**src/rtl/ext_sequencer.sv**
```systemverilog
// Word queue and run controller feeding the 10-bit processor's external data bus.
// Pops one word per Ext cycle, stalls the processor on an empty queue, and counts completed instructions.
module ext_sequencer #(
   parameter int DEPTH = 16,
   parameter int AW    = 4,
   parameter int W     = 10
) (
   input  logic          clk,
   input  logic          rst,
   input  logic          wr_en,
   input  logic [W-1:0]  wr_data,
   output logic          full,
   output logic [AW:0]   count,
   output logic          overflow,
   input  logic          start,
   input  logic          step,
   input  logic          stop,
   input  logic          ext_req,
   input  logic          clr_in,
   output logic [W-1:0]  data_out,
   output logic          proc_en,
   output logic          busy,
   output logic          starved,
   output logic [7:0]    instr_cnt
);

   typedef enum logic [1:0] {
      IDLE = 2'd0,
      RUN  = 2'd1,
      STEP = 2'd2
   } state_t;

   localparam logic [AW:0] FULL_CNT = (AW+1)'(DEPTH);

   state_t        state, state_nxt;
   logic [W-1:0]  mem [DEPTH];
   logic [AW-1:0] wr_ptr, rd_ptr;
   logic          empty;
   logic          wr_acc;
   logic          consume;
   logic          complete;

   assign empty    = (count == '0);
   assign full     = (count == FULL_CNT);
   assign busy     = (state != IDLE);
   assign starved  = busy && ext_req && empty;
   assign proc_en  = busy && !starved;
   assign consume  = proc_en && ext_req;
   assign complete = proc_en && clr_in;
   // A full queue refuses the write even if a pop frees a slot this same cycle.
   assign wr_acc   = wr_en && !full;
   assign data_out = empty ? '0 : mem[rd_ptr];

   always_comb begin
      state_nxt = state;
      unique case (state)
         IDLE: begin
            if (stop)       state_nxt = IDLE;
            else if (start) state_nxt = RUN;
            else if (step)  state_nxt = STEP;
         end
         RUN: begin
            if (stop) state_nxt = IDLE;
         end
         STEP: begin
            if (stop)          state_nxt = IDLE;
            else if (complete) state_nxt = IDLE;
            else if (start)    state_nxt = RUN;
         end
         default: state_nxt = IDLE;
      endcase
   end

   always_ff @(posedge clk) begin
      if (rst) begin
         state     <= IDLE;
         wr_ptr    <= '0;
         rd_ptr    <= '0;
         count     <= '0;
         overflow  <= 1'b0;
         instr_cnt <= '0;
      end else begin
         state <= state_nxt;
         if (wr_acc)
            wr_ptr <= wr_ptr + 1'b1;
         if (consume)
            rd_ptr <= rd_ptr + 1'b1;
         if (wr_acc && !consume)
            count <= count + 1'b1;
         else if (consume && !wr_acc)
            count <= count - 1'b1;
         if (wr_en && full)
            overflow <= 1'b1;
         if (complete)
            instr_cnt <= instr_cnt + 1'b1;
      end
   end

   // Storage carries no reset; empty masks stale contents on data_out.
   always_ff @(posedge clk) begin
      if (wr_acc)
         mem[wr_ptr] <= wr_data;
   end

endmodule

```
**config.mk**
```make
export PLATFORM = sky130hd
export DESIGN_NAME = ext_sequencer
export DESIGN_NICKNAME = d
export VERILOG_FILES = /design/src/rtl/ext_sequencer.sv
export SDC_FILE = /design/constraint.sdc
export NUM_CORES = 1
export LEC_CHECK = 0
export ABC_AREA = 1
export CORE_AREA = 3 3 145 147
export DETAILED_ROUTE_END_ITERATION = 8
export DIE_AREA = 0 0 148 150
export GPL_TIMING_DRIVEN = 0
export PLACE_DENSITY = 0.69
export SLEW_MARGIN = 40
export SYNTH_ARGS = -nofsm -noshare
export SYNTH_HDL_FRONTEND = slang
export SYNTH_SLANG_ARGS = --single-unit
```
**constraint.sdc**
```tcl
create_clock -name clk -period 2.63 [get_ports clk]
set_input_delay 0.526 -clock clk [delete_from_list [all_inputs] [get_ports clk]]
set_output_delay 0.526 -clock clk [all_outputs]
set_load 0.1 [all_outputs]
```
==> results.json <==
{
  "outcome": "finished with violations",
  "violations": "setup timing",
  "grt_first_pass_wirelength_mm": 28.8,
  "grt_max_degree": 19,
  "placedCellCount": 956,
  "peakVddDrop_uv": 523,
  "gp_congestion": 0.814,
  "hold_violations": 0,
  "ys_seq_area_frac": 0.680,
  "grt_usage": 0.174,
  "htreeDepth": 4,
  "cts_tree": "yes",
  "grtUsageMet2": 0.273,
  "clock-root-buffer": "clkbuf_16",
  "rsz0062_at_grt": "true",
  "synthFlopType": "edfxtp_1",
  "io_pins": 46,
  "syn_inst": 641,
  "postLayoutSetupSlackWorst_ns": -0.0839,
  "crit_chain": "buf_12, clkinv_8, buf_8, o21bai_1, o211ai_1, nand3_1, a21oi_2, buf_12",
  "drt_first_pass_iters": 5,
  "start_util": 0.393,
  "syn_area_per_cell_um2": 12.3,
  "hold_path.class": "reg -> reg",
  "internal_power_mw": 5.32,
  "required_ns": 2.10,
  "cpMostUsedCell": "buf_12",
  "slowest_stage": "o211ai_1",
  "fin_skew_ns": 0.0198,
  "crit_type": "reg -> out",
  "worstMarginPinSlew_ns": 0.843,
  "whs_ns": 0.476,
  "syn-cell-area_um2": 7890,
  "maxSlewHeadroom": 0.436,
  "synthDominantCellAreaShare": 0.609,
  "die_area_um2": 22200,
  "top_usage_layer": "met2",
  "clock.fmax_mhz": 368,
  "overflow": 0,
  "area_growth_pct": 22.2,
  "synth_async_sr_flop_share": 0,
  "drive_gt1_frac": 0.214,
  "clkSinkCount": 188,
  "via_per_inst": 5.28,
  "coreArea_um2": 20000,
  "fp.dieW_um": 148,
  "drt_iter0_markers": 422,
  "cp.arrival_ns": 2.19,
  "fin_crit_sh": 1.03,
  "power_density_nw_per_um2": 850,
  "drv_slew": 0,
  "pwr-share-clk": 0.297,
  "leakage_nw": 3.30,
  "netlist_top_cells_count": "edfxtp_1, nor2_1, o21ai_0",
  "grt_use_met3": 0.0597,
  "yosysUniqueCellTypes": 35,
  "pwr-share-seq": 0.419,
  "antennaDiodeCount": 0,
  "combPwrFrac": 0.284,
  "wl_per_cell_um": 19.1,
  "setup_violations": 6,
  "nets": 742,
  "portBuffers": 45,
  "period_minus_slack_ns": 2.71,
  "fin_cells": 995,
  "insertion_delay_ns": 0.44,
  "finalWirelength_mm": 19.1,
  "clock_path_buffers": 2,
  "drcViolationCount": 0,
  "gr-usage-met1": 0.227,
  "yosysMostFrequentCell": "edfxtp_1",
  "p_sw_mw": 2.87,
  "synth_area_leaders": "edfxtp_1, dfxtp_1, nor2_1",
  "drv_cap": 0,
  "synth_fp_nets": 671,
  "cts_buffers": 17,
  "yosys_register_bits": 188,
  "grt_pass1_vias": 5074,
  "dieHeight_um": 150,
  "synth_top_area_cell": "edfxtp_1",
  "antenna_found_initial": 0,
  "vias": 5255,
  "start_kind": "flip-flop",
  "swShare": 0.350,
  "yosys_warnings": 0,
  "post-place-ws_ns": 0.0136,
  "hpwl_mm": 12.4,
  "fp-row-count": 52,
  "path_max_fanout": 8,
  "slowest_delay_ns": 0.40,
  "worstSetupEndpointType": "primary output",
  "antenna_left": 0,
  "synth_edf_count": 160,
  "path_clk_slew_ns": 0.07
}
registers in the layout, indices dropped and copies added, names as in the netlist, named ones only:
register / cells
instr_cnt: 8
state: 2
overflow: 1
mem: 160
count: 5
wr_ptr: 4
rd_ptr: 4
kinds of logic after synthesis:
group | count (synthesis) | share of synthesized area
adders and majority gates | 12 | 0.0200
and+or+nand+nor | 169 | 0.0933
DFF | 188 | 0.680
xor gates and xnor gates | 4 | 0.00444
buffers and inverters | 72 | 0.0400
AOI/OAI and AO/OA | 196 | 0.162
cell usage in the layout (no fill, tap or decap), types with 4 or more instances in the layout:
cell type	n
clkbuf_16	18
o221ai_1	7
buf_6	7
nor2_2	17
inv_1	30
clkbuf_4	4
dfxtp_1	21
o211ai_1	30
o21a_1	30
inv_6	6
o21ai_1	16
clkdlybuf4s50_1	17
buf_12	10
o221ai_2	4
ha_1	10
nand3_1	31
nor2_1	69
buf_4	13
clkinv_2	4
clkbuf_1	5
o21bai_1	40
inv_2	5
a21oi_2	11
a21oi_1	19
nor2_4	5
buf_2	19
edfxtp_1	160
o21ai_0	39
buf_8	4
nand2_1	36
dfxtp_4	7
worst max-delay path: cells and delay by family, from the launching register on:
family / cells / cell delay [ns]
buffers and inverters: 4 / 0.55
and+or+nand+nor: 1 / 0.17
AOI/OAI and AO/OA: 3 / 0.68
DFF: 1 / 0.36
metal layers:
metal,up-vias,part of all wire,wire length (um)
met2,221,0.45,8650
met4,0,0.023,429
li1,2496,-,-
met1,2508,0.43,8130
met5,-,0,0
met3,30,0.097,1850
power groups by stage:
stage	logic [mW]	registers (mW)	clock network, mW
CTS	2.27	3.42	2.46
detailed placement	1.98	3.48	0
floorplan	1.33	3.68	0
finish	2.32	3.43	2.43
global placement	2.05	3.48	0
global route	2.45	3.44	2.58
layout make-up:
type | count | area (um2)
repair buffers | 52 | 542
flip-flops and latches | 188 | 5390
clock inverters | 15 | 129
clock buffers | 17 | 425
multi-input cells | 381 | 2340
well taps | 270 | 338
inverters | 38 | 158
repair inverters | 1 | 8.76
plain buffers | 33 | 299
fillers | 1780 | 10400
stage by stage:
step / util / instance area [um2] / total power, mW / TNS (ns)
floorplan: - / 7980 / 5.01 / 0
global placement: 0.437 / 8760 / 5.53 / -6.28
detailed placement: 0.432 / 8650 / 5.46 / 0
CTS: 0.478 / 9580 / 8.15 / -0.209
global route: 0.481 / 9630 / 8.47 / -0.996
finish: 0.481 / 9630 / 8.18 / -0.267
timing repair:
item,CTS,global route
setup buffers,4,0
gates cloned,4,0
endpoints found under the setup margin,10,10
pin swaps,16,15
gates resized for setup,94,16
hold buffers,0,0
path summary, 6_finish.rpt:
| check | from | to | slack [ns] | depth (start not counted) |
|---|---|---|---|---|
| min | rd_ptr[2] | rd_ptr[2] | 0.48 | 1 |
| min reg2reg | rd_ptr[2] | rd_ptr[2] | 0.48 | 1 |
| max reg2reg | count[2] | count[4] | 0.46 | 17 |
| max | flip-flop | data_out[3] | -0.08 | 8 |
No activity file was read; power rests on OpenSTA's default activity.
